===== src/rtl/lsu_pkg.sv =====
// lsu_pkg: shared state encoding, Funct3 codes and access-decode helpers
// for the load/store interface.
package lsu_pkg;

    typedef enum logic [1:0] {IDLE, REQ, DONE} state_t;

    localparam logic [2:0] F3_B  = 3'b000;
    localparam logic [2:0] F3_H  = 3'b001;
    localparam logic [2:0] F3_W  = 3'b010;
    localparam logic [2:0] F3_BU = 3'b100;
    localparam logic [2:0] F3_HU = 3'b101;

    // Legal Funct3 for the direction, and naturally aligned for its size.
    function automatic logic access_ok(input logic store, input logic [2:0] f3, input logic [1:0] a);
        logic legal;
        legal = (f3 == F3_B) || (f3 == F3_H) || (f3 == F3_W) ||
                (!store && ((f3 == F3_BU) || (f3 == F3_HU)));
        return legal && !(f3[1:0] == 2'b01 && a[0]) && !(f3[1:0] == 2'b10 && a != 2'b00);
    endfunction

    function automatic logic [3:0] byte_en(input logic [2:0] f3, input logic [1:0] a);
        return f3[1] ? 4'b1111 : (f3[0] ? 4'b0011 : 4'b0001) << a;
    endfunction

endpackage


===== src/rtl/load_ext.sv =====
// load_ext: selects the addressed byte/halfword of a read word and
// sign- or zero-extends it according to Funct3.
module load_ext
    import lsu_pkg::*;
(
    input  logic [31:0] rdata,
    input  logic [1:0]  addr,
    input  logic [2:0]  funct3,
    output logic [31:0] data
);

    logic [7:0]  b;
    logic [15:0] h;

    assign b = 8'(rdata >> {addr, 3'b000});
    assign h = addr[1] ? rdata[31:16] : rdata[15:0];

    assign data = (funct3 == F3_B)  ? {{24{b[7]}}, b}  :
                  (funct3 == F3_BU) ? {24'b0, b}       :
                  (funct3 == F3_H)  ? {{16{h[15]}}, h} :
                  (funct3 == F3_HU) ? {16'b0, h}       : rdata;

endmodule


===== src/rtl/lsu_mem_if.sv =====
// lsu_mem_if: stalls the core while a load/store runs over a registered
// req/ack memory bus, with lane steering, extension and timeout abort.
module lsu_mem_if
    import lsu_pkg::*;
#(
    parameter int TIMEOUT_CYCLES = 255,
    parameter int TO_WIDTH       = 16
) (
    input  logic        clk,
    input  logic        reset,
    input  logic        MemRead,
    input  logic        MemWrite,
    input  logic [2:0]  Funct3,
    input  logic [31:0] ALUResult,
    input  logic [31:0] WriteData,
    output logic [31:0] ReadData,
    output logic        Stall,
    output logic        MisalignErr,
    output logic        BusErr,
    output logic        mem_req,
    output logic        mem_we,
    output logic [31:0] mem_addr,
    output logic [3:0]  mem_be,
    output logic [31:0] mem_wdata,
    input  logic [31:0] mem_rdata,
    input  logic        mem_ack
);

    state_t              state_q, state_d;
    logic [TO_WIDTH-1:0] cnt_q, cnt_d;
    logic                req_q, req_d, we_q, we_d, bus_err_q, bus_err_d;
    logic [31:0]         addr_q, addr_d, wdata_q, wdata_d, rd_q, rd_d;
    logic [3:0]          be_q, be_d;
    logic [1:0]          lo_q, lo_d;
    logic [2:0]          f3_q, f3_d;
    logic                access, ok;
    logic [31:0]         ext;

    // Low address bits and Funct3 are kept apart because mem_addr is word aligned.
    load_ext u_load_ext (
        .rdata  (mem_rdata),
        .addr   (lo_q),
        .funct3 (f3_q),
        .data   (ext)
    );

    always_comb begin
        access    = MemRead | MemWrite;
        ok        = access_ok(MemWrite, Funct3, ALUResult[1:0]);
        state_d   = state_q;
        cnt_d     = cnt_q;
        req_d     = req_q;
        we_d      = we_q;
        addr_d    = addr_q;
        be_d      = be_q;
        wdata_d   = wdata_q;
        lo_d      = lo_q;
        f3_d      = f3_q;
        rd_d      = rd_q;
        bus_err_d = 1'b0;
        case (state_q)
            IDLE: begin
                if (access && ok) begin
                    state_d = REQ;
                    req_d   = 1'b1;
                    we_d    = MemWrite;
                    addr_d  = {ALUResult[31:2], 2'b00};
                    be_d    = byte_en(Funct3, ALUResult[1:0]);
                    wdata_d = Funct3[1] ? WriteData :
                              Funct3[0] ? {2{WriteData[15:0]}} : {4{WriteData[7:0]}};
                    lo_d    = ALUResult[1:0];
                    f3_d    = Funct3;
                    cnt_d   = '0;
                end else if (access) begin
                    rd_d = '0;
                end
            end
            REQ: begin
                if (mem_ack) begin
                    state_d = DONE;
                    req_d   = 1'b0;
                    rd_d    = we_q ? rd_q : ext;
                end else if (cnt_q == TO_WIDTH'(TIMEOUT_CYCLES - 1)) begin
                    state_d   = DONE;
                    req_d     = 1'b0;
                    rd_d      = '0;
                    bus_err_d = 1'b1;
                end else begin
                    cnt_d = cnt_q + 1'b1;
                end
            end
            DONE: begin
                state_d = IDLE;
                cnt_d   = '0;
            end
            default: state_d = IDLE;
        endcase
    end

    always_ff @(posedge clk or negedge reset) begin
        if (!reset) begin
            state_q   <= IDLE;
            cnt_q     <= '0;
            req_q     <= 1'b0;
            we_q      <= 1'b0;
            addr_q    <= '0;
            be_q      <= '0;
            wdata_q   <= '0;
            lo_q      <= '0;
            f3_q      <= '0;
            rd_q      <= '0;
            bus_err_q <= 1'b0;
        end else begin
            state_q   <= state_d;
            cnt_q     <= cnt_d;
            req_q     <= req_d;
            we_q      <= we_d;
            addr_q    <= addr_d;
            be_q      <= be_d;
            wdata_q   <= wdata_d;
            lo_q      <= lo_d;
            f3_q      <= f3_d;
            rd_q      <= rd_d;
            bus_err_q <= bus_err_d;
        end
    end

    assign Stall       = (state_q == REQ) || (state_q == IDLE && access && ok);
    assign MisalignErr = (state_q == IDLE) && access && !ok;
    assign ReadData    = MisalignErr ? 32'h0 : rd_q;
    assign BusErr      = bus_err_q;
    assign mem_req     = req_q;
    assign mem_we      = we_q;
    assign mem_addr    = addr_q;
    assign mem_be      = be_q;
    assign mem_wdata   = wdata_q;

endmodule


===== config.mk =====
export PLATFORM = sky130hd
export DESIGN_NAME = lsu_mem_if
export DESIGN_NICKNAME = d
export VERILOG_FILES = /design/src/rtl/lsu_pkg.sv /design/src/rtl/load_ext.sv /design/src/rtl/lsu_mem_if.sv
export SDC_FILE = /design/constraint.sdc
export NUM_CORES = 1
export LEC_CHECK = 0
export ABC_CLOCK_PERIOD_IN_PS = 8000
export CAP_MARGIN = 20
export CORE_MARGIN = 5
export CORE_UTILIZATION = 45
export DETAILED_ROUTE_END_ITERATION = 10
export HOLD_SLACK_MARGIN = 0.02
export PLACE_DENSITY = 0.75
export REMOVE_ABC_BUFFERS = 1
export SLEW_MARGIN = 20
export SYNTH_ARGS = -nofsm -noshare
export SYNTH_HDL_FRONTEND = slang
export SYNTH_SLANG_ARGS = --single-unit

===== constraint.sdc =====
create_clock -name clk -period 8 [get_ports clk]
set_clock_uncertainty 0.05 [all_clocks]
set_input_delay 2.4 -clock clk [delete_from_list [all_inputs] [get_ports clk]]
set_output_delay 2.4 -clock clk [all_outputs]
set_load 0.02 [all_outputs]

Yosys cells after proc, flatten, opt, wreduce, memory -nomap -nowiden. Index checks and enable logic that the tools add are counted.

Bits in registers: 124. Word-level logic and storage cells: 94. Output and inout bits: 105. Bits of input ports: 104.

Equality and inequality tests: 19. Reduce and logical (&&, ||, !) cells: 29. Multiplexer cells: 31. $add $sub $neg: 1. Bitwise operators: 1. Shifts and indexed selects: 2.

Operators by type and width (count): two-way mux 32 bit (12); two-way mux 16 bit (4); case mux 32 bit (2 select lines) (1); case mux 16 bit (3 select lines) (1); right shift 32 x 5 -> 8 bit (1); adder 16 x 1 -> 16 bit (second input constant) (1); == test 16 x 8 -> 1 bit (second input constant) (1); == test 3 bit (second input constant) (4); != test 2 bit (second input constant) (5); logical AND 1 bit (9); two-way mux 2 bit (4); == test 3 x 1 -> 1 bit (second input constant) (2); zero test 3 bit (2); two-way mux 1 bit (6); != test 3 bit (second input constant) (2); logical OR 1 bit (5); AND reduction 5 bit (1); == test 2 x 1 -> 1 bit (second input constant) (2); == test 2 bit (second input constant) (2); zero test 1 bit (4); two-way mux 4 bit (1); case mux 2 bit (2 select lines) (1); AND reduction 2 bit (2); AND reduction 4 bit (1); other kinds (8) (9).

Depth between registers and ports, before layout.
Depth after elaboration: 9. Mapped depth: 8. Mapped depth without buffers: 6.

Hierarchy. From an unflattened synthesis, not the netlist that was laid out.

Cells, all modules: 679. Area total of the unflattened synthesis: 6831.6 um^2.

By module, submodules not included: lsu_mem_if (times used 1, area an instance 5900.7 um^2, sequential area each 3103.0 um^2, cells each 552); load_ext (times used 1, area an instance 930.9 um^2, sequential area each 0.0 um^2, cells each 127).

Worst setup path before layout. Ideal clock, no wire load.

Path kind: input to output. Start: input Funct3[0]. End: output ReadData[10]. Arrival: 3564 ps. Cell stages on the path: 5. Data required time: 5550 ps. Path buffers: 2. Path slack: 1986 ps. Path through: buf_6 -> or4_4 -> nand4b_4 -> buf_6 -> and2_1.

Word-level cells in the longest chain between the ends: 9. Elaborated cells between the ends (all ways): 21. Classes of those cells: 6 x eq/ne; 1 x mux; 14 x reduce/logical.

RTL lines: start, declared (RTL line lsu_mem_if.sv:13) `input logic [2:0] Funct3,`; == test 3 x 1 -> 1 bit, or another cell as far along (RTL line lsu_pkg.sv:16) `legal = (f3 == F3_B) || (f3 == F3_H) || (f3 == F3_W) ||`; logical OR 1 bit (on tied branches) (RTL line lsu_pkg.sv:16, lsu_pkg.sv:17); logical OR 1 bit / logical AND 1 bit (equally long branches) (RTL line lsu_pkg.sv:16, lsu_pkg.sv:17); logical OR 1 bit (RTL line lsu_pkg.sv:16); logical AND 1 bit (RTL line lsu_pkg.sv:18) `return legal && !(f3[1:0] == 2'b01 && a[0]) && !(f3[1:0] == 2'b10 && a != 2'b00);`; logical AND 1 bit * (RTL line lsu_pkg.sv:18); zero test 1 bit * (RTL line lsu_mem_if.sv:129) `assign MisalignErr = (state_q == IDLE) && access && !ok;`; logical AND 1 bit * (RTL line lsu_mem_if.sv:129); two-way mux 32 bit * (RTL line lsu_mem_if.sv:130) `assign ReadData = MisalignErr ? 32'h0 : rd_q;`; end, declared (RTL line lsu_mem_if.sv:16) `output logic [31:0] ReadData,`.

Every way passes the cells marked *; elsewhere a longest branch is shown, timed or not.

Worst setup path in the final report.
Start: input Funct3[0]. End: output ReadData[19].

The elaborated chain is that of the path after synthesis.

==> impl_results.md <==
- Outcome: completed
- Worst-path fanout max: 33
- Cell variety after synth: 64
- Setup violations, final: 0
- Initial core utilization: between 40% and 50%
- Critical path buffers and inverters: 2
- CP top delay family: simple AND/OR/NAND/NOR gates
- R2R depth: 5
- Worst Hold Path EP: mem_be[3]$_DFFE_PN0P_
- Gpl congestion: approximately 0.9
- Final hold violations: 0
- Design Power: 2.96 mW
- Crit end category: primary output
- Die H: 132 um
- Critical setup path kind: input port to primary output
- Clk sinks: 124
- Min-delay worst type: register to register
- Worst-Margin Slew: 1.09 ns
- Final WS setup: roughly 0.82 ns
- Via Count: between 5000 and 6000
- Initial DRT Pass Iterations: 5
- CP Cell Sequence: clkdlybuf4s50_1, or4_4, nand4b_4, and2_1, clkdlybuf4s50_1
- Routed Antenna Nets: 0
- Prevailing post-synth register cell: dfrtp_1
- Row Count: 44
- Vias per inst: between 5 and 6
- EDFF count, synth: 0
- Root Driver: clkbuf_16
- WP data arrival: ~4.7 ns
- Slew Limit Fails: 0
- Startpoint types: input port
- Post-CTS Setup Bufs: 0
- CTS tree: yes
- CTS clock-pin slew for the worst setup and hold paths: 0.05 ns
- RR Endpoint: mem_we$_DFFE_PN0P_
- I/O Buffers: 206
- Slew HR: a little over a quarter
- Cells after Synth: between 600 and 700
- Async S/R FF share, synth: 100%
- RSZ-0062 raised after global routing: no
- Post-Synthesis Cell Area: 6710 sq um
- Worst-case vdd ir drop: 210 uV
- Tcrit/Tclk final: 89.8%
- Worst slack at placement: 0.819 ns
- Wire per inst: 19.4 um
- Fillers: 1126
- Syn avg cell area: 10.7 sq um
- Sequential-to-total area share from yosys stat: ~46%
- Start of the worst register-to-register path: state_q[0]$_DFFE_PN0P_
- Layout cell share with drive strength beyond 1: 12.9%
- Cells after DPL: 971
- # hold bufs at CTS: 0
- Min-delay src: mem_be[3]$_DFFE_PN0P_
- Layout Utilization: between 60% and 70%
- Global-route wire length before repair: 31200 um
- Largest net degree at the start of global routing: 85
- Hold path depth: 2
- FMAX: 139 MHz
- Yosys reg bits: 124
- Skew-Pair Late Insertion Delay: around 0.42 ns
- Tmin final: 7.18 ns
- Die ar.: 17500 sq um
- I/O pin cnt: 209
- GR Overflow Total: 0
- CTS Buf Count: 17
- Critical path's slowest cell: or4_4
- Max-cap violations: 0
- Total GRT Usage: about 22%
- CP required: 5.55 ns
- Htree depth: 4
- Layout Cells excl Fill: 1004
- # nets final: between 900 and 1000
- Static leakage: 4.06 nW
- Slowest stage delay, CP: around 0.62 ns
- Core area: 14600 sq um
- Area growth, synth to finish: 39.5%
- Remaining DRCs: 0
- Number of global-route vias before repair: 5871
- Yosys Warn Count: 0
- HPWL after DPL: 13900 um
- Die W: 132 um
- Crit path top cell by count: clkdlybuf4s50_1
- R2R Setup Slk: 5.01 ns
- 1st-iter DRT viols: 347
- CTS resizes: 0
- Final WL: approximately 19000 um
- Power Density: 316 nW/um^2
- Clock buffer depth: 2
- Initial antenna violation count: 1
## metrics by stage
stage	TNS [ns]	hold WS (ns)	instance area, sq um
CTS	0	0.436	9360
global route	0	0.445	9360
finish	0	0.431	9360
floorplan	-0.210	0.411	6410
global placement	0	0.411	8750
detailed placement	0	0.423	8750
## routing by layer
| metal | wire length [um] | up-vias | share of wire (%) | GRT usage [%] |
|---|---|---|---|---|
| met5 | 0 | - | 0 | 0 |
| met4 | 371 | 0 | 1.9 | 7.43 |
| met3 | 2180 | 30 | 11 | 9.92 |
| met2 | 9170 | 300 | 47 | 35.1 |
| met1 | 7750 | 2785 | 40 | 26.9 |
| li1 | - | 2647 | - | - |
## cell families (layout without fill, tap and decap cells)
kind of cell	Yosys count	after routing	share of synthesized area, %
multiplexers	77	77	15.5
other	1	3	0.0559
AND/OR/NAND/NOR	183	183	14.6
buffers and inverters	72	265	5.73
flip-flops	124	124	46.3
AO/OA/AOI/OAI	166	166	17.5
adder cells (fa/ha/maj)	2	2	0.373
## power breakdown
part	total (mW)	internal (mW)	switching, mW
combinational	1.19	0.605	0.581
clock	0.783	0.506	0.277
sequential	0.991	0.817	0.175
total	2.96	1.93	1.03
## worst max path at each step
stage / slack [ns] / to / depth (start not counted) / start
detailed placement: 0.82 / ReadData[19] / 5 / Funct3[0]
global placement: 0.89 / ReadData[4] / 5 / Funct3[0]
finish: 0.82 / ReadData[19] / 5 / Funct3[0]
global route: 0.71 / ReadData[19] / 5 / ALUResult[0]
CTS: 0.82 / ReadData[4] / 5 / Funct3[0]
floorplan: -0.21 / Stall / 3 / Funct3[2]
## cells in the final DEF, fill, tap and decap left out, types with 5 or more instances in the layout
master           instances
nand3_1                 10
o21ai_0                 46
nor2b_1                  5
mux2_2                  14
clkbuf_16               17
dfrtp_1                124
nand2_1                 59
buf_4                    7
and4_1                   6
a21oi_1                 15
o2bb2ai_1               16
nand2b_1                 5
a22o_1                  24
a221o_1                  7
and2_1                  34
o22ai_1                 15
clkdlybuf4s50_1        205
mux2_4                  30
mux4_2                   8
nor2_1                  32
mux2i_1                 24
nand4_1                  7
a31oi_1                 12
inv_1                   21
## area by class of cell
class | instances | area [sq um] | share of cell area (%)
multi-input cells | 430 | 3230 | 34.6
flip-flops and latches | 124 | 3100 | 33.2
repair buffers | 212 | 2100 | 22.5
clock buffers | 22 | 464 | 4.96
well taps | 184 | 230 | 2.46
clock inverters | 10 | 140 | 1.50
inverters | 21 | 78.8 | 0.842
diodes | 1 | 2.50 | 0.0267
## Yosys cell counts (7+ instances only)
cell type | n | area share [%]
nand4_1 | 7 | 0.65
buf_6 | 11 | 1.8
nand2_1 | 59 | 3.3
nor2_1 | 32 | 1.8
dfrtp_1 | 124 | 46
a21oi_1 | 15 | 1.1
a221o_1 | 7 | 1.0
and2_1 | 34 | 3.2
nand3_1 | 10 | 0.75
mux2i_1 | 24 | 3.6
o2bb2ai_1 | 16 | 2.1
inv_1 | 21 | 1.2
mux2_4 | 30 | 6.7
buf_2 | 9 | 0.67
mux2_2 | 14 | 2.3
o22ai_1 | 15 | 1.4
a31oi_1 | 12 | 1.1
a22o_1 | 24 | 3.1
clkbuf_1 | 22 | 1.2
mux4_2 | 8 | 2.7
o21ai_0 | 46 | 3.4
## flip-flops by register name, indices dropped and copies added, names as in the netlist
name       count
rd_q          32
mem_addr      30
f3_q           3
mem_req        1
mem_we         1
BusErr         1
mem_wdata     32
lo_q           2
mem_be         4
cnt_q         16
state_q        2
## worst reg2reg max path: stages (launching register included)
cell	delay, ns
dfrtp_1	0.79
nor2_1	0.30
o211ai_4	0.16
buf_4	0.33
buf_4	0.77
mux2_2	0.48
(Power assumes the default switching activity.)
